`src/rtl/i_cache_refill.sv`:
```
// Instruction-cache line-fill engine: reads one line from backing memory and writes it into the cache array.
// The line's tag is invalidated first and revalidated at the end. Optional macro: CRITICAL_WORD_FIRST_EN.
module i_cache_refill #(
  parameter int DATA_WIDTH      = 32,
  parameter int ADD_WIDTH       = 12,
  parameter int CACHE_ADD_WIDTH = 8,
  parameter int WORDS_PER_LINE  = 4,
  localparam int OFF_W          = $clog2(WORDS_PER_LINE),
  localparam int IDX_W          = CACHE_ADD_WIDTH - OFF_W,
  localparam int TAG_W          = ADD_WIDTH - CACHE_ADD_WIDTH
) (
  input  logic                       clock,
  input  logic                       reset_n,
  input  logic                       req_valid,
  output logic                       req_ready,
  input  logic [ADD_WIDTH-1:0]       req_addr,
  output logic [ADD_WIDTH-1:0]       mem_rdaddress,
  output logic                       mem_rden,
  input  logic [DATA_WIDTH-1:0]      mem_data_out,
  output logic [CACHE_ADD_WIDTH-1:0] cache_wraddress,
  output logic                       cache_wden,
  output logic [DATA_WIDTH-1:0]      cache_data,
  output logic                       tag_we,
  output logic [IDX_W-1:0]           tag_index,
  output logic [TAG_W-1:0]           tag_value,
  output logic                       tag_valid,
  output logic                       fill_done,
`ifdef CRITICAL_WORD_FIRST_EN
  output logic                       crit_valid,
  output logic [DATA_WIDTH-1:0]      crit_data,
`endif
  output logic [1:0]                 dbg_state
);

  // Request handshake: a request is taken on a rising edge where req_valid && req_ready;
  // req_ready is high only in IDLE, and the requester must hold req_valid until then.
  typedef enum logic [1:0] {S_IDLE, S_READ, S_DRAIN, S_DONE} state_e;

  state_e                    state_q, state_d;
  logic [ADD_WIDTH-OFF_W-1:0] line_q, line_d;
  logic [OFF_W-1:0]          k_q, k_d;
  logic                      wr_en_q, wr_en_d;
  logic [OFF_W-1:0]          wr_off_q, wr_off_d;
  logic [OFF_W-1:0]          rd_off;

`ifdef CRITICAL_WORD_FIRST_EN
  logic [OFF_W-1:0]          crit_off_q, crit_off_d;
  logic                      first_wr_q, first_wr_d;
  // Line walk starts at the missing word and wraps around the line end.
  assign rd_off = crit_off_q + k_q;
`else
  assign rd_off = k_q;
`endif

  // State and datapath registers
  always_ff @(posedge clock or negedge reset_n) begin
    if (!reset_n) begin
      state_q  <= S_IDLE;
      line_q   <= '0;
      k_q      <= '0;
      wr_en_q  <= 1'b0;
      wr_off_q <= '0;
`ifdef CRITICAL_WORD_FIRST_EN
      crit_off_q <= '0;
      first_wr_q <= 1'b0;
`endif
    end else begin
      state_q  <= state_d;
      line_q   <= line_d;
      k_q      <= k_d;
      wr_en_q  <= wr_en_d;
      wr_off_q <= wr_off_d;
`ifdef CRITICAL_WORD_FIRST_EN
      crit_off_q <= crit_off_d;
      first_wr_q <= first_wr_d;
`endif
    end
  end

  // Next-state logic
  always_comb begin
    state_d  = state_q;
    line_d   = line_q;
    k_d      = k_q;
    // Data returns one cycle after the read, so the write trails the read by one cycle.
    wr_en_d  = (state_q == S_READ);
    wr_off_d = rd_off;
`ifdef CRITICAL_WORD_FIRST_EN
    crit_off_d = crit_off_q;
    first_wr_d = (state_q == S_READ) && (k_q == '0);
`endif
    case (state_q)
      S_IDLE: begin
        if (req_valid) begin
          state_d = S_READ;
          k_d     = '0;
          line_d  = req_addr[ADD_WIDTH-1:OFF_W];
`ifdef CRITICAL_WORD_FIRST_EN
          crit_off_d = req_addr[OFF_W-1:0];
`endif
        end
      end
      S_READ: begin
        k_d = k_q + 1'b1;
        if (k_q == OFF_W'(WORDS_PER_LINE - 1)) state_d = S_DRAIN;
      end
      S_DRAIN: state_d = S_DONE;
      S_DONE:  state_d = S_IDLE;
      default: state_d = S_IDLE;
    endcase
  end

  // Outputs
  always_comb begin
    req_ready       = (state_q == S_IDLE);
    mem_rden        = (state_q == S_READ);
    mem_rdaddress   = mem_rden ? {line_q, rd_off} : '0;
    cache_wden      = wr_en_q;
    cache_wraddress = wr_en_q ? {line_q[IDX_W-1:0], wr_off_q} : '0;
    cache_data      = wr_en_q ? mem_data_out : '0;
    tag_we          = ((state_q == S_READ) && (k_q == '0)) || (state_q == S_DONE);
    tag_valid       = (state_q == S_DONE);
    fill_done       = (state_q == S_DONE);
    tag_index       = line_q[IDX_W-1:0];
    tag_value       = line_q[ADD_WIDTH-OFF_W-1:IDX_W];
    dbg_state       = state_q;
`ifdef CRITICAL_WORD_FIRST_EN
    crit_valid      = first_wr_q;
    crit_data       = first_wr_q ? mem_data_out : '0;
`endif
  end

endmodule

```
`config.mk`:
```
export PLATFORM = sky130hd
export DESIGN_NAME = i_cache_refill
export DESIGN_NICKNAME = d
export VERILOG_FILES = /design/src/rtl/i_cache_refill.sv
export SDC_FILE = /design/constraint.sdc
export NUM_CORES = 1
export LEC_CHECK = 0
export CAP_MARGIN = 15
export CORE_ASPECT_RATIO = 1.5
export CORE_UTILIZATION = 30
export DETAILED_ROUTE_END_ITERATION = 12
export PLACE_DENSITY = 0.85
export SYNTH_ARGS = -nofsm -noshare
export SYNTH_HDL_FRONTEND = slang
export SYNTH_SLANG_ARGS = --single-unit
```
`constraint.sdc`:
```
create_clock -name clock -period 3.5 [get_ports clock]
set_clock_uncertainty 0.05 [all_clocks]
set_input_delay 0.525 -clock clock [delete_from_list [all_inputs] [get_ports clock]]
set_output_delay 0.525 -clock clock [all_outputs]
set_load 0.05 [all_outputs]
```
# Word level (Yosys, flattened, before mapping)
# Index checks and enable logic that the tools add are counted.
[totals]
regBits = 17
latch_bits = 0
mem_bits_rw = 0
mem_bits_ro = 0
output_inout_bits = 70
n_memories = 0
[op_classes]
addsub = 1
mul = 0
n_div = 0
magnitude_cmp = 0
eq_ne = 6
n_shift = 0
n_mux = 8
bitwise_logic = 0
reduce_logical = 8
[ops]
columns = ["op", "count"]
rows = [
  ["$mux 32", 1],
  ["$mux 12", 1],
  ["$mux 8", 1],
  ["$pmux 2 s4", 1],
  ["$eq 2x2->1 const B", 3],
  ["$mux 2", 3],
  ["$reduce_and 2->1", 3],
  ["$logic_not 2->1", 2],
  ["$pmux 2 s2", 1],
  ["$add 2x1->2 const B", 1],
  ["$eq 2x1->1 const B", 1],
  ["$ne 2x1->1 const B", 1],
  ["$ne 2x2->1 const B", 1],
  ["$reduce_bool 2->1", 1],
  ["$logic_and 1x1->1", 1],
  ["$logic_or 1x1->1", 1],
]

# Logic depth before layout (Yosys ltp)
# Gate-level depths: netlist (run 1).
[depth]
word_depth = 3
ltp_mapped = 5
depth_no_buf = 5

# Least setup slack after synthesis (run 1)
# Ideal clock, no wire load.
[synth_path]
path_type = "register -> output"
startpoint = "register state_q[0], in the netlist dbg_state[0]"
endpoint = "output port tag_we"
arrival_ps = 1788
t_required_ps = 2925
path_slack_ps = 1137
path_stages_with_launch = 3
path_cell_list = "dfrtp_1 -> ha_1 -> a21o_1"
[synth_via]
elab_chain_len = 3
word_cells_on_any_way = 4
classes_between = "eq/ne (2); reduce/logical (2)"
[synth_lines]
columns = ["element", "line", "source"]
rows = [
  ["from (decl)", "39", "state_e state_q, state_d;"],
  ["from (signal assigned)", "68", "state_q <= state_d;"],
  ["$eq 2x1->1", "n/a", ""],
  ["named net mem_rden", "18", "output logic mem_rden,"],
  ["$logic_and 1x1->1", "121", "tag_we = ((state_q == S_READ) && (k_q == '0)) || (state_q == S_DONE);"],
  ["$logic_or 1x1->1", "121", ""],
  ["to (decl)", "23", "output logic tag_we,"],
]
# The timed path passes the listed nets, and every way through them passes these cells.

# Final worst setup path (run 1)
[layout_path]
startpoint = "register state_q[1], in the netlist dbg_state[1]"
endpoint = "output port mem_rdaddress[5]"
[layout_via]
elab_chain_len = 2
[layout_lines]
columns = ["element", "line", "source"]
rows = [
  ["$eq 2x1->1", "116", "mem_rden = (state_q == S_READ);"],
  ["$mux 12", "117", "mem_rdaddress = mem_rden ? {line_q, rd_off} : '0;"],
  ["to (decl)", "17", "output logic [ADD_WIDTH-1:0] mem_rdaddress,"],
]
# No other way between the ends.

==> key figures, run 1 <==
Floorplanning
  • I/O pin cnt: 117
  • Starting Density: 31.6%
  • Placeable core region: 3450 um^2
  • Placement Rows: 26
  • Full die area: 3890 um^2
  • Die Y: between 70 and 80 um
  • Die Wd: a little over 50 um

Timing
  • Final min period: 2.78 ns
  • Total negative setup slack: 0 ns
  • Slew @ Worst Pin: 0.737 ns
  • Slew Viols, Final: 0
  • Crit share post-route: 79.5%
  • RSZ-0062 raised after global routing: no
  • Final Hold Fails: 0
  • Fmax: 360 MHz
  • Rel. slew slack: roughly half
  • Final setup viols: 0

Logic synthesis
  • Synth Register Bits: 17
  • Distinct cells, synth: 18
  • Sequential share of the synthesized area: 39.0%
  • Syn avg cell area: 10.1 um^2
  • XOR/XNOR share of the synthesized area: 0%
  • Synthesized net count: 162
  • Synth Area in Compound Gates: ~2.5%
  • Simple-gate portion of the synthesized area: 34.1%
  • Yosys warning count: 0
  • Post-synthesis cell area: between 1000 and 1500 um^2
  • Mapped Cells: ~110
  • Multiplexer share of the synthesized area: 12.6%
  • Post-synthesis adder-cell area fraction: 8.03%
  • Combinational family with the most area after synthesis: simple AND/OR/NAND/NOR gates

GRT
  • Largest net degree at the start of global routing: 42
  • First-pass GRT wire length: between 4000 and 5000 um
  • Initial antenna violation count: 0
  • Tot GR Track Use: 16.0%
  • Gr ovfl total: 0
  • Number of global-route vias before repair: 1,048

Clocking
  • CTS Root Cell: clkbuf_8
  • Clock Latency Late Sink: 0.25 ns
  • Clock transition at path regs: roughly 0.060 ns
  • Hold_buf cts: 0
  • Clock Path Buffers: 2
  • CTS tree: built
  • Clock Sinks: 17
  • Total setup buffers inserted after CTS: 0
  • CTS Buf Count: 3
  • Post-CTS Resized: 0
  • H-tree Lvls: 1

Final layout
  • Post-Layout Cell Count: ~260
  • Share of cells above drive strength 1: slightly below 8%
  • Post-layout nets: 276
  • # fillers: 301
  • N_diodes: 0
  • Most frequent cells in the layout: clkdlybuf4s50_1, and2_1, dfrtp_1
  • P&R area growth vs syn: 112%
  • Commonest non-fill, non-tap cell in the layout: clkdlybuf4s50_1

Routing
  • Via-per-instance ratio: ~4.3
  • Drt wl/cell: 12.1 um
  • DRT Wirelength: 3180 um
  • Drt pass-1 iters: 4
  • DRC Markers: 0
  • DR vias: 1,135
  • Post-route ant nets: 0
  • Starting DRT DRC Count: 16

Setup path
  • R2R depth: 5
  • Worst R2R Start: dbg_state[1]
  • Required time worst endpoint: 2.92 ns
  • R2R setup slack: roughly 1.8 ns
  • WS Path Type: reg2out
  • Crit path DAT: 2.21 ns
  • Reg-to-Reg End: dbg_state[1]
  • Peak fanout along the critical path: 13
  • CP startpoint: dbg_state[1]
  • CP Capture Point: mem_rdaddress[5]
  • CP startpoint kind: register
  • CP endpoint kind: output port

Placement
  • Placed cell count: ~260
  • HPWL Detailed: 2570 um
  • Buffers on Ports: 114
  • GPL Wtd Cong: 0.662

Outcome
  • Status: complete, no violations

Min path
  • Hold Path Class: reg2reg

Run
  • Max-Cap Viols: 0
==> state kept, by name, summed over array words and instances (netlist names) <==
| signal | count |
|---|---|
| cache_wden | 1 |
| dbg_state | 2 |
| line_q | 10 |
| wr_off_q | 2 |
| k_q | 2 |
==> how the worst min path moves through the flow <==
stage	from	to	cells past startpoint
floorplan	reset_n	cache_wden	0
global placement	k_q[1]	wr_off_q[1]	0
detailed placement	k_q[1]	wr_off_q[1]	0
CTS	k_q[1]	wr_off_q[1]	0
global route	k_q[1]	wr_off_q[1]	0
finish	k_q[1]	wr_off_q[1]	0
==> synth_stat cells <==
master | number | area [um^2]
a21o_1 | 1 | 7.51
a32o_1 | 1 | 10.0
and2_1 | 52 | 325
and2b_1 | 1 | 7.51
buf_4 | 1 | 7.51
clkbuf_1 | 5 | 18.8
dfrtp_1 | 17 | 425
ha_1 | 7 | 87.6
inv_1 | 4 | 15.0
mux2_2 | 10 | 113
mux2_4 | 1 | 15.0
mux2i_1 | 1 | 10.0
nand2_1 | 2 | 7.51
nand2_2 | 1 | 6.26
nand2b_1 | 1 | 6.26
nand3_1 | 1 | 5.00
nor2b_4 | 1 | 13.8
o32a_1 | 1 | 10.0
==> metal layers <==
| metal | routed length [um] | vias up | GRT usage, % |
|---|---|---|---|
| met5 | 0 | - | 0 |
| met3 | 426 | 4 | 4.59 |
| met1 | 1090 | 492 | 15.4 |
| met4 | 33 | 0 | 6.31 |
| li1 | - | 566 | - |
| met2 | 1630 | 73 | 31.3 |
==> stage by stage <==
step / hold WS, ns / instance area (um^2) / worst slack (ns) / utilization (%)
after floorplan: 0.179 / 1090 / 1.14 / -
after global placement: 0.407 / 2270 / 0.967 / 65.7
final: 0.409 / 2310 / 0.719 / 67.0
after global routing: 0.429 / 2310 / 0.592 / 67.0
after detailed placement: 0.394 / 2270 / 0.971 / 65.7
after CTS: 0.411 / 2310 / 0.669 / 67.0
==> worst max-delay path, stage by stage (launching register included) <==
cell	delay (ns)
dfrtp_1	0.43
inv_1	0.12
ha_1	0.41
and2_1	0.20
clkdlybuf4s50_1	0.80
==> area by class of cell <==
class / instances / area, um^2 / area share, %
inverters: 4 / 15.0 / 0.650
clock buffers: 4 / 45.0 / 1.95
well taps: 42 / 52.6 / 2.27
repair buffers: 115 / 1150 / 49.7
multi-input cells: 81 / 624 / 27.0
flip-flops and latches: 17 / 425 / 18.4
==> kinds of logic after synthesis <==
logic type               count (synthesis)
flip-flops                              17
AO/OA/AOI/OAI                            3
buffers and inverters                   10
multiplexers                            12
adder cells (fa/ha/maj)                  7
AND/OR/NAND/NOR                         59
Power of run 1 is not shown: default switching activity piles up to over one toggle a cycle in this logic, so the estimate is an artifact.
==> inputs of run 2 (changes only) <==
- CORE_UTILIZATION: 30 -> 25
- PLACE_DENSITY: 0.85 -> 0.76
- clock period: 3.5 -> 2.3 ns (I/O delays scaled with it)
==> key figures, run 2 (synthesized netlist as in run 1, its figures left out) <==
Final layout
  • # fillers: 297
  • Commonest non-fill, non-tap cell in the layout: clkdlybuf4s50_1
  • P&R area growth vs syn: 161%
  • Fin util: 67.7%
  • Post-layout nets: roughly 280
  • Most frequent cells in the layout: clkdlybuf4s50_1, buf_12, and2_1
  • N_diodes: 0
  • Share of cells above drive strength 1: 33.8%
  • Largest register FFs: 10
  • Top reg by flops: line_q

Floorplanning
  • Placement Rows: 29
  • Die Y: ~83 um
  • I/O pin cnt: approximately 120
  • Placeable core region: 4210 um^2
  • Die Wd: 55.9 um
  • Full die area: 4640 um^2
  • Starting Density: 25.9%

Routing
  • DRT Wirelength: 3350 um
  • Via-per-instance ratio: 4.35
  • DR vias: 1,165
  • Post-route ant nets: 0
  • DRC Markers: 0
  • Drt wl/cell: 12.5 um
  • Starting DRT DRC Count: 7
  • Drt pass-1 iters: 2

Setup path
  • CP max stage delay: 0.82 ns
  • Crit path DAT: between 1.5 and 2 ns
  • CP endpoint kind: output port
  • Crit path cell chain: ha_1 -> clkdlybuf4s50_1
  • Worst path slowest cell: clkdlybuf4s50_1
  • CP startpoint kind: register
  • Peak fanout along the critical path: 6
  • Required time worst endpoint: 1.90 ns
  • R2R depth: 5
  • WS Path Type: reg2out

Clocking
  • Clock Path Buffers: 2
  • Total setup buffers inserted after CTS: 0
  • Post-CTS Resized: 0
  • Clock Sinks: 17
  • Clock transition at path regs: ~0.06 ns
  • CTS tree: built
  • CTS Buf Count: 3
  • H-tree Lvls: 1
  • Clock Latency Late Sink: roughly 0.25 ns
  • Hold_buf cts: 0
  • CTS Root Cell: clkbuf_8

Timing
  • Slew Viols, Final: 0
  • Slew @ Worst Pin: between 0.5 and 0.6 ns
  • Final min period: roughly 2.1 ns
  • Final setup viols: 0
  • Rel. slew slack: 65.2%
  • RSZ-0062 raised after global routing: no
  • Final Hold Fails: 0
  • Crit share post-route: 92.0%
  • Fmax: 473 MHz
  • Total negative setup slack: 0 ns

Power and ir drop
  • Final Power: 0.00472 W
  • Max VDD drop: ~1.2 mV
  • PwrDens: 1660 nW/um^2
  • Leak Pwr: around 1.2 nW

Run
  • Max-Cap Viols: 0

Placement
  • Buffers on Ports: 114
  • HPWL Detailed: 2790 um
  • GPL Wtd Cong: 0.716

GRT
  • Gr ovfl total: 0
  • Initial antenna violation count: 0
  • Tot GR Track Use: between 10% and 20%
  • Largest net degree at the start of global routing: 42
  • First-pass GRT wire length: around 5400 um
  • Number of global-route vias before repair: 1,109

Outcome
  • Status: complete, no violations

Min path
  • Hold Path Class: in2async
==> run 2: cell types whose count changed in the layout (fill, tap and decap cells not counted), sizes merged <==
cell,delta
buf,+57
clkbuf,-1
clkdlybuf4s50,-56
clkinv,+1
==> run 2: per-layer routing <==
layer  share of wire (%)  track usage [%]
met4                0.75             4.66
met5                   0                0
met3                  11             4.05
met2                  54             28.4
met1                  34             14.2
==> run 2: where the power goes <==
part	internal (W)	total [W]	switching [W]
Clock	0.000120	0.000216	0.0000959
Sequential	0.000450	0.000569	0.000119
Combinational	0.00172	0.00394	0.00222
==> run 2: critical path, delay by kind of cell, from the launching register on <==
kind	cells	cell delay (ns)
fa+ha+maj	1	0.22
buf+inv	1	0.82
flops	1	0.43
==> run 2: worst paths after layout <==
| check | from | end | slack (ns) |
|---|---|---|---|
| max in group asynchronous | reset_n | dbg_state[1] | 1.65 |
| setup reg to reg | dbg_state[1] | dbg_state[1] | 0.58 |
| min in group clock | k_q[0] | wr_off_q[0] | 0.41 |
| hold / removal | reset_n | line_q[8] | 0.36 |
| setup / recovery | dbg_state[0] | fill_done | 0.18 |
| hold reg to reg | k_q[0] | wr_off_q[0] | 0.41 |
==> run 2: layout make-up <==
| class | count | area [um^2] | area share (%) |
|---|---|---|---|
| Clock inverter | 1 | 5.00 | 0.176 |
| Timing Repair Buffer | 116 | 1680 | 59.0 |
| Multi-Input combinational cell | 81 | 624 | 21.9 |
| Sequential cell | 17 | 425 | 14.9 |
| Tap cell | 46 | 57.6 | 2.02 |
| Inverter | 4 | 15.0 | 0.527 |
| Clock buffer | 3 | 41.3 | 1.45 |
==> run 2: through the flow <==
| step | setup slack (ns) | cells | cell area [um^2] | hold WS [ns] |
|---|---|---|---|---|
| 2_1_floorplan | 0.117 | 108 | 1090 | -0.000591 |
| 3_3_place_gp | 0.459 | 264 | 2800 | 0.395 |
| 3_5_place_dp | 0.456 | 264 | 2800 | 0.399 |
| 4_1_cts | 0.165 | 268 | 2850 | 0.364 |
| 5_1_grt | 0.115 | 268 | 2850 | 0.379 |
| 6_report | 0.185 | 268 | 2850 | 0.362 |
No activity file was read; power rests on OpenSTA's default activity.
==> inputs of run 3 (changes only) <==
- PLACE_DENSITY: 0.76 -> 0.86
==> key figures, run 3 (synthesized netlist as in run 1, its figures left out) <==
Outcome
  • Status: complete, no violations

Setup path
  • CP max stage delay: 0.81 ns
  • CP startpoint kind: register
  • Reg-to-Reg End: dbg_state[1]
  • Required time worst endpoint: 1.90 ns
  • Stages on worst setup path: 2
  • R2R depth: 5
  • Peak fanout along the critical path: 5
  • CP endpoint kind: output port
  • CP startpoint: dbg_state[1]
  • Worst R2R Start: dbg_state[1]
  • Critical path buffers and inverters: 1
  • CP Capture Point: fill_done
  • WS Path Type: reg2out
  • R2R setup slack: between 0.5 and 0.6 ns
  • CP delay by family, top: buffers and inverters
  • Worst path slowest cell: clkdlybuf4s50_1
  • Crit path cell chain: ha_1 -> clkdlybuf4s50_1
  • Crit path DAT: 1.70 ns

Floorplanning
  • Placeable core region: roughly 4200 um^2
  • Full die area: 4640 um^2
  • Placement Rows: 29
  • Starting Density: 25.9%
  • Die Y: 82.9 um
  • I/O pin cnt: between 100 and 150
  • Die Wd: 55.9 um

Timing
  • Fmax: 477 MHz
  • Slew Viols, Final: 0
  • RSZ-0062 raised after global routing: no
  • Slew @ Worst Pin: 0.520 ns
  • Total negative setup slack: 0 ns
  • Final setup viols: 0
  • Final Hold Fails: 0
  • Hold Slack: 0.370 ns
  • Rel. slew slack: between 60% and 70%
  • Crit share post-route: 91.2%
  • Final min period: ~2.1 ns

Clocking
  • CTS Root Cell: clkbuf_8
  • CTS tree: built
  • Clock Sinks: 17
  • CTS Buf Count: 3
  • Total setup buffers inserted after CTS: 0
  • Post-CTS Resized: 0
  • Clock transition at path regs: 0.06 ns
  • H-tree Lvls: 1
  • Clock Path Buffers: 2
  • Hold_buf cts: 0
  • Clock Latency Late Sink: 0.24 ns

Routing
  • Post-route ant nets: 0
  • DR vias: 1,176
  • Drt wl/cell: about 13 um
  • Starting DRT DRC Count: 17
  • Via-per-instance ratio: 4.39
  • DRC Markers: 0
  • DRT Wirelength: 3610 um
  • Drt pass-1 iters: 6

GRT
  • Tot GR Track Use: 15.3%
  • Largest net degree at the start of global routing: 30
  • First-pass GRT wire length: 5690 um
  • Initial antenna violation count: 0
  • Gr ovfl total: 0
  • Number of global-route vias before repair: 1,160

Final layout
  • Post-layout nets: between 200 and 300
  • N_diodes: 0
  • Largest register FFs: 10
  • Top reg by flops: line_q
  • Share of cells above drive strength 1: 33.3%
  • Most frequent cells in the layout: clkdlybuf4s50_1, buf_12, and2_1
  • Final instance area: 2850 um^2
  • P&R area growth vs syn: 161%
  • Commonest non-fill, non-tap cell in the layout: clkdlybuf4s50_1
  • Fin util: 67.6%
  • Post-Layout Cell Count: 268

Power and ir drop
  • PwrDens: about 1700 nW/um^2
  • Max VDD drop: 1.30 mV
  • Switching share of total power: 51.9%
  • Internal power: ~0.0023 W
  • Net switching power of the design: 0.00247 W
  • Combinational Power Share: 83.1%
  • Clock power share: 4.5%
  • Leak Pwr: 1.24 nW
  • Sequential share of power: 12.4%

Placement
  • Placed cell count: 264
  • Buffers on Ports: 114
  • Placed Area: 2800 um^2
  • HPWL Detailed: approximately 3000 um
  • GPL Wtd Cong: roughly 0.68

Min path
  • Hold Path Class: in2async

Run
  • Max-Cap Viols: 0
-- run 3: cell types whose count changed in the layout (fill, tap and decap cells not counted) --
cell | previous run | this run
clkbuf_1 | 0 | 1
clkinv_2 | 1 | 0
-- run 3: worst reg2reg max path, cell delays in order (launching register included) --
cell and delay [ns]:
dfrtp_1 0.43, inv_1 0.11, ha_1 0.33, and2b_1 0.27, nor2b_4 0.13, mux2_4 0.30
-- run 3: routing by layer --
metal	GRT usage (%)	vias up	part of all wire (%)
met4	5.32	0	0.97
met3	3.43	4	8.3
li1	-	565	-
met1	15.1	542	33
met5	0	-	0
met2	30.2	65	58
-- run 3: cell type report --
| cell class | instances | area (um^2) |
|---|---|---|
| inverter | 4 | 15.0 |
| sequential | 17 | 425 |
| multi-input combinational | 81 | 624 |
| tap | 46 | 57.6 |
| timing repair buffer | 116 | 1680 |
| fill | 297 | 1360 |
| clock buffer | 4 | 45.0 |
-- run 3: worst min path at each step --
stage               startpoint           to  slack [ns]  depth (start not counted)
floorplan              reset_n   cache_wden     -0.0006                          0
global placement        k_q[1]  wr_off_q[1]        0.40                          0
detailed placement      k_q[1]  wr_off_q[1]        0.40                          0
CTS                    reset_n    line_q[7]        0.37                          2
global route           reset_n    line_q[2]        0.39                          2
finish                 reset_n    line_q[7]        0.37                          2
-- run 3: power groups by stage --
stage          logic, W  registers, W  clock network (W)
5_1_grt         0.00408      0.000624           0.000236
4_1_cts         0.00399      0.000597           0.000219
3_3_place_gp    0.00392      0.000594                  0
6_report        0.00395      0.000591           0.000213
2_1_floorplan   0.00179      0.000972                  0
3_5_place_dp    0.00398      0.000601                  0
-- run 3: metrics by stage --
| step | worst slack [ns] | power (W) |
|---|---|---|
| final | 0.202 | 0.00476 |
| after global routing | 0.136 | 0.00494 |
| after CTS | 0.189 | 0.00480 |
| after detailed placement | 0.459 | 0.00458 |
| after global placement | 0.456 | 0.00451 |
| after floorplan | 0.117 | 0.00276 |
